===== config.mk =====
export PLATFORM = sky130hd
export DESIGN_NAME = tristate_activity_monitor
export DESIGN_NICKNAME = d
export VERILOG_FILES = /design/src/rtl/tristate_activity_monitor.sv
export SDC_FILE = /design/constraint.sdc
export NUM_CORES = 1
export LEC_CHECK = 0
export CORE_ASPECT_RATIO = 0.9
export CORE_MARGIN = 2
export CORE_UTILIZATION = 35
export CTS_CLUSTER_SIZE = 30
export DETAILED_ROUTE_END_ITERATION = 7
export GPL_ROUTABILITY_DRIVEN = 0
export PLACE_DENSITY = 0.56
export SETUP_SLACK_MARGIN = 0.05
export SYNTH_ARGS = -nofsm -noshare
export SYNTH_HDL_FRONTEND = slang
export SYNTH_SLANG_ARGS = --single-unit
export TNS_END_PERCENT = 30

===== constraint.sdc =====
create_clock -name clk -period 2.3 [get_ports clk]
set_clock_uncertainty 0.1 [all_clocks]
set_input_delay 0.575 -clock clk [delete_from_list [all_inputs] [get_ports clk]]
set_output_delay 0.575 -clock clk [all_outputs]
set_load 0.02 [all_outputs]

===== src/rtl/tristate_activity_monitor.sv =====
// tristate_activity_monitor
//   Samples the output of a tristate driver stage every clock and accumulates
//   switching-activity statistics over fixed windows of WINDOW samples. Each
//   completed window is presented on a valid/ready result interface.
//
// Ports:
//   clk        - clock, all sampling on rising edge
//   rst_n      - asynchronous active-low reset
//   en         - monitoring enable; deasserting discards the partial window
//   line_in    - data output of the tristate stage
//   z_in       - high-Z indicator of the tristate stage (1 = not driven)
//   res_valid  - result available
//   res_ready  - consumer accepts result
//   toggle_cnt - driven-to-driven value changes in the window
//   z_cnt      - samples with z_in=1 in the window
//   zx_cnt     - z_in transitions (either direction) in the window
//   overflow   - some counter of this result saturated
//   dropped    - sticky: a completed window was discarded
module tristate_activity_monitor #(
  parameter int unsigned WINDOW = 16,
  parameter int unsigned CNT_W  = 8
) (
  input  logic             clk,
  input  logic             rst_n,
  input  logic             en,
  input  logic             line_in,
  input  logic             z_in,
  output logic             res_valid,
  input  logic             res_ready,
  output logic [CNT_W-1:0] toggle_cnt,
  output logic [CNT_W-1:0] z_cnt,
  output logic [CNT_W-1:0] zx_cnt,
  output logic             overflow,
  output logic             dropped
);

  localparam int unsigned IDX_W = $clog2(WINDOW);
  localparam logic [IDX_W-1:0] LAST_IDX = IDX_W'(WINDOW - 1);

  typedef enum logic {
    IDLE,
    COUNT
  } state_t;

  state_t state, state_nxt;

  logic [IDX_W-1:0] idx, idx_nxt;
  logic [CNT_W-1:0] tog_w, z_w, zx_w;
  logic [CNT_W-1:0] tog_nxt, z_nxt, zx_nxt;
  logic [CNT_W-1:0] tog_sum, z_sum, zx_sum;
  logic             ovf_w, ovf_nxt, ovf_sum;
  logic             prev_valid, prev_line, prev_z;
  logic             pv_nxt, pl_nxt, pz_nxt;
  logic             tog_inc, z_inc, zx_inc;
  logic             win_end;

  always_ff @(posedge clk or negedge rst_n) begin
    if (!rst_n) state <= IDLE;
    else        state <= state_nxt;
  end

  always_comb begin
    state_nxt = state;
    idx_nxt   = idx;
    tog_nxt   = tog_w;
    z_nxt     = z_w;
    zx_nxt    = zx_w;
    ovf_nxt   = ovf_w;
    pv_nxt    = prev_valid;
    pl_nxt    = prev_line;
    pz_nxt    = prev_z;
    win_end   = 1'b0;

    case (state)
      IDLE:    if (en)  state_nxt = COUNT;
      COUNT:   if (!en) state_nxt = IDLE;
      default: state_nxt = IDLE;
    endcase

    // Counts for the sample on this edge, including it.
    tog_inc = prev_valid && !z_in && !prev_z && (line_in != prev_line);
    z_inc   = z_in;
    zx_inc  = prev_valid && (z_in != prev_z);

    tog_sum = (tog_inc && tog_w != '1) ? tog_w + CNT_W'(1) : tog_w;
    z_sum   = (z_inc   && z_w   != '1) ? z_w   + CNT_W'(1) : z_w;
    zx_sum  = (zx_inc  && zx_w  != '1) ? zx_w  + CNT_W'(1) : zx_w;
    ovf_sum = ovf_w | (tog_inc && tog_w == '1) | (z_inc && z_w == '1)
                    | (zx_inc && zx_w == '1);

    if (en) begin
      // prev_* carry across window boundaries; only leaving COUNT clears them.
      pv_nxt = 1'b1;
      pl_nxt = line_in;
      pz_nxt = z_in;
      if (idx == LAST_IDX) begin
        // Sums go to the result registers; working set restarts for sample 0.
        win_end = 1'b1;
        idx_nxt = '0;
        tog_nxt = '0;
        z_nxt   = '0;
        zx_nxt  = '0;
        ovf_nxt = 1'b0;
      end else begin
        idx_nxt = idx + IDX_W'(1);
        tog_nxt = tog_sum;
        z_nxt   = z_sum;
        zx_nxt  = zx_sum;
        ovf_nxt = ovf_sum;
      end
    end else if (state == COUNT) begin
      idx_nxt = '0;
      tog_nxt = '0;
      z_nxt   = '0;
      zx_nxt  = '0;
      ovf_nxt = 1'b0;
      pv_nxt  = 1'b0;
    end
  end

  always_ff @(posedge clk or negedge rst_n) begin
    if (!rst_n) begin
      idx        <= '0;
      tog_w      <= '0;
      z_w        <= '0;
      zx_w       <= '0;
      ovf_w      <= 1'b0;
      prev_valid <= 1'b0;
      prev_line  <= 1'b0;
      prev_z     <= 1'b0;
    end else begin
      idx        <= idx_nxt;
      tog_w      <= tog_nxt;
      z_w        <= z_nxt;
      zx_w       <= zx_nxt;
      ovf_w      <= ovf_nxt;
      prev_valid <= pv_nxt;
      prev_line  <= pl_nxt;
      prev_z     <= pz_nxt;
    end
  end

  // A window ending on the acceptance edge replaces the accepted result.
  always_ff @(posedge clk or negedge rst_n) begin
    if (!rst_n) begin
      res_valid  <= 1'b0;
      toggle_cnt <= '0;
      z_cnt      <= '0;
      zx_cnt     <= '0;
      overflow   <= 1'b0;
      dropped    <= 1'b0;
    end else if (win_end && (!res_valid || res_ready)) begin
      res_valid  <= 1'b1;
      toggle_cnt <= tog_sum;
      z_cnt      <= z_sum;
      zx_cnt     <= zx_sum;
      overflow   <= ovf_sum;
    end else begin
      if (win_end)                dropped   <= 1'b1;
      if (res_valid && res_ready) res_valid <= 1'b0;
    end
  end

endmodule


==> summary.md <==
| Metric | Value |
|---|---|
| Outcome | finished clean |
| Starting density of the core | a little over a third |
| Max H-tree Level | 3 |
| Ratio of cells with drive above 1 in the final layout | between 10% and 20% |
| Hpwl dp | 5.13 mm |
| Startpoint type of the worst setup path | input port |
| Fraction of synthesized cell area in xor and xnor cells | about 3.6% |
| Chip Width | around 100 um |
| Nets in the synthesized netlist | 340 |
| Setup TNS | 0 ns |
| Worst-case headroom to the max-slew limit | between 40% and 50% |
| Post-CTS setup buffer count | 0 |
| Required time of the worst setup path | roughly 2.5 ns |
| Crit Path Class | in -> reg |
| Mapped cell area | approximately 3100 sq um |
| Clock transition at the registers of the reported paths | 0.07 ns |
| Die outline area | slightly below 10000 sq um |
| Register bit count reported by yosys | 60 |
| # port buffers | 32 |
| Basic-gate share of the synthesized area counting and, or, nand and nor cells | 20.7% |
| Number of failing hold endpoints at the final stage | 0 |
| Ordered list of cells on the worst path | clkdlybuf4s50_1 > buf_4 > xor2_2 > nand3_1 > or4_1 > nand2_1 |
| Number of cells produced by synthesis | 330 |
| Number of hold-repair buffers added at the cts stage | 0 |
| Post-synthesis cell type with the largest combined area | dfrtp_1 |
| GRT Residual Overflow | 0 |
| Worst setup timing slack at the placement stage | -0.220 ns |
| Final setup fails | 0 |
| Tightest Pin Transition | ~0.83 ns |
| Post-layout min period | around 2.2 ns |
| Initial DRC Count | approximately 120 |
| Vias post-DR | about 2700 |
| Max Root-Sink Buffers | 2 |
| Routed len/inst | 14.6 um |
| Yosys top cell area share | 47.7% |
| Fraction of the mapped netlist area in compound gates | between 20% and 30% |
| Std-Cell Rows | 32 |
| Final antenna-violating net count | 0 |
| Setup repair after global routing missed its margin | no |
| Clock Latency Late Sink | 0.34 ns |
| CTS tree | built |
| Final routed DRC violation total | 0 |
| Slowest stage delay, CP | around 0.54 ns |
| Ys flop type | dfrtp_1 |
| Post-Layout Inst Area | 3940 sq um |
| Share of synthesized area occupied by flip-flops and latches | ~48% |
| Detail-routed via count per cell | 5.28 |
| Buf+Inv Stages, Crit Path | 2 |
| Adder and majority gate portion of the synthesized area | under 10% |
| Static Leak | 1.71 nW |
| Placed cell areas | roughly 3800 sq um |
| Core ar. | 8650 sq um |
| Number of enable-type register cells in the synthesized netlist | 0 |
| Critical path's top delay family | simple AND/OR/NAND/NOR gates |
| Nets@finish | 393 |
| Fmax | about 460 MHz |
| Die Span Y | 93.9 um |
| Proportion of synthesized area in mux cells | 2.39% |
| Synth-to-Final Area Change | 25.2% |
| VDD IR-drop max | 0.272 mV |
| Maxcap violations | 0 |
| Post-synth cell types | a little over 50 |
| First-pass GRT wire length | around 12 mm |
| Maximum number of pins on one net before global-route repair | 45 |
| Count of fill cells added during filler insertion | 860 |
| Root buffer cell | clkbuf_8 |
| Mean Syn Cell Area | 9.53 sq um |
| Power density of the placed cells | 554 nW/um^2 |
| Main combinational cell family by area after synthesis | simple AND/OR/NAND/NOR gates |
| Worst setup margin | roughly 0.13 ns |
| Number of optimization iterations in the first detailed-route pass | 4 |
| Antenna Cells | 0 |
| Final wirelength | about 7.4 mm |
| Share of async-settable or async-resettable flops after synthesis | 100% |
| Final period utilization | 94.4% |
| Number of ports placed on the die boundary | 33 |
| TritonCTS Sinks | 60 |
| CTS buffer count | 9 |
| Minimum hold slack | around 0.058 ns |
| Class of the most critical hold timing path | in -> async |
| Pins Over Slew Limit | 0 |
| Cell at the slowest stage of the critical path | or4_1 |
| Top fanout value on the critical path | 10 |
| CP Data Arrival Time | roughly 2.4 ns |
| Tot GR Track Use | 16.0% |
| Biggest area contributors in the synthesized netlist | dfrtp_1, o21ai_0, nand2_1 |
| Initial antenna violation count | 0 |
| Syn. warnings | 0 |
| Via count of the first global-routing pass | around 2500 |
| Kind of end point of the critical path | register |
-- metal layers --
metal / vias up / wire (um) / global-route usage, %
li1: 1325 / - / -
met5: - / 0 / 0
met4: 0 / 80 / 5.97
met1: 1261 / 3640 / 22.2
met2: 68 / 3290 / 24.3
met3: 10 / 348 / 3.81
-- layout make-up --
class                      count  area [sq um]  share of cell area (%)
sequential                    60          1500                    38.1
multi-input combinational    243          1530                    38.9
tap                          119           149                    3.78
clock inverter                 3          15.0                   0.381
clock buffer                  11           141                    3.59
inverter                       8          30.0                   0.762
timing repair buffer          61           571                    14.5
-- state kept, by name (all words and copies together), names as in the netlist --
| register | count |
|---|---|
| tog_w | 8 |
| toggle_cnt | 8 |
| z_cnt | 8 |
| z_w | 8 |
| zx_cnt | 8 |
| zx_w | 8 |
| idx | 4 |
| dropped | 1 |
| overflow | 1 |
| ovf_w | 1 |
| prev_line | 1 |
| prev_valid | 1 |
| prev_z | 1 |
| res_valid | 1 |
| state | 1 |
-- power breakdown --
part | total, W | internal, W | switching [W]
registers | 0.00113 | 0.00109 | 0.0000414
clock network | 0.000804 | 0.000403 | 0.000402
logic | 0.000247 | 0.000115 | 0.000132
-- final timing paths --
path,startpoint,end,slack (ns),depth (start not counted)
setup / recovery,z_in,zx_w[5],0.13,6
hold / removal,rst_n,toggle_cnt[2],0.06,1
setup reg to reg,idx[0],z_w[7],0.25,6
hold reg to reg,z_cnt[7],z_cnt[7],0.38,2
max in group asynchronous,rst_n,tog_w[1],1.46,2
min in group clk,z_cnt[7],z_cnt[7],0.38,2
-- cell usage after synthesis, drive strengths merged, types with 2 or more instances --
cell type  count
inv            8
or3            8
xor2           4
a21oi         11
o311ai         2
nor2          21
buf            8
o211ai         5
ha             4
and3           8
a2bb2oi        2
and2           4
a21o           8
dfrtp         60
mux2           4
or4            4
a22o           5
nand3b         2
nand2         30
xnor2          8
o21ai         36
a31oi         15
o2111ai        2
nor3b          2
nor3           4
and4           2
o31ai          3
nand3         15
nand4         11
mux2i          3
clkbuf        11
nand2b         6
-- stage by stage --
stage,power (W),std cells,utilization (%)
6_report,0.00218,505,45.5
5_1_grt,0.00228,505,45.5
4_1_cts,0.00221,505,45.5
3_5_place_dp,0.00140,491,43.6
3_3_place_gp,0.00139,491,43.6
2_1_floorplan,0.00128,330,-
-- repair_timing --
| action | in CTS | in global routing |
|---|---|---|
| setup endpoints to repair | 0 | 4 |
| resized for setup | 0 | 1 |
| hold endpoints to repair | 0 | 0 |
-- layout by cell type (no fill, tap or decap), types with 10 or more instances in the layout --
| cell type | synthesis | layout |
|---|---|---|
| a31oi_1 | 15 | 15 |
| a21oi_1 | 11 | 11 |
| nand4_1 | 11 | 11 |
| o21ai_0 | 36 | 36 |
| nand2_1 | 30 | 30 |
| dfrtp_1 | 60 | 60 |
| buf_4 | 0 | 26 |
| clkbuf_8 | 0 | 10 |
| nor2_1 | 21 | 21 |
| nand3_1 | 15 | 15 |
| clkdlybuf4s50_1 | 0 | 31 |
-- kinds of logic after synthesis --
group           Yosys count
fa+ha+maj                 4
buf+inv                  27
simple gates            122
mux                       7
flops                    60
compound gates           98
xor+xnor                 12
(Power assumes the default switching activity.)
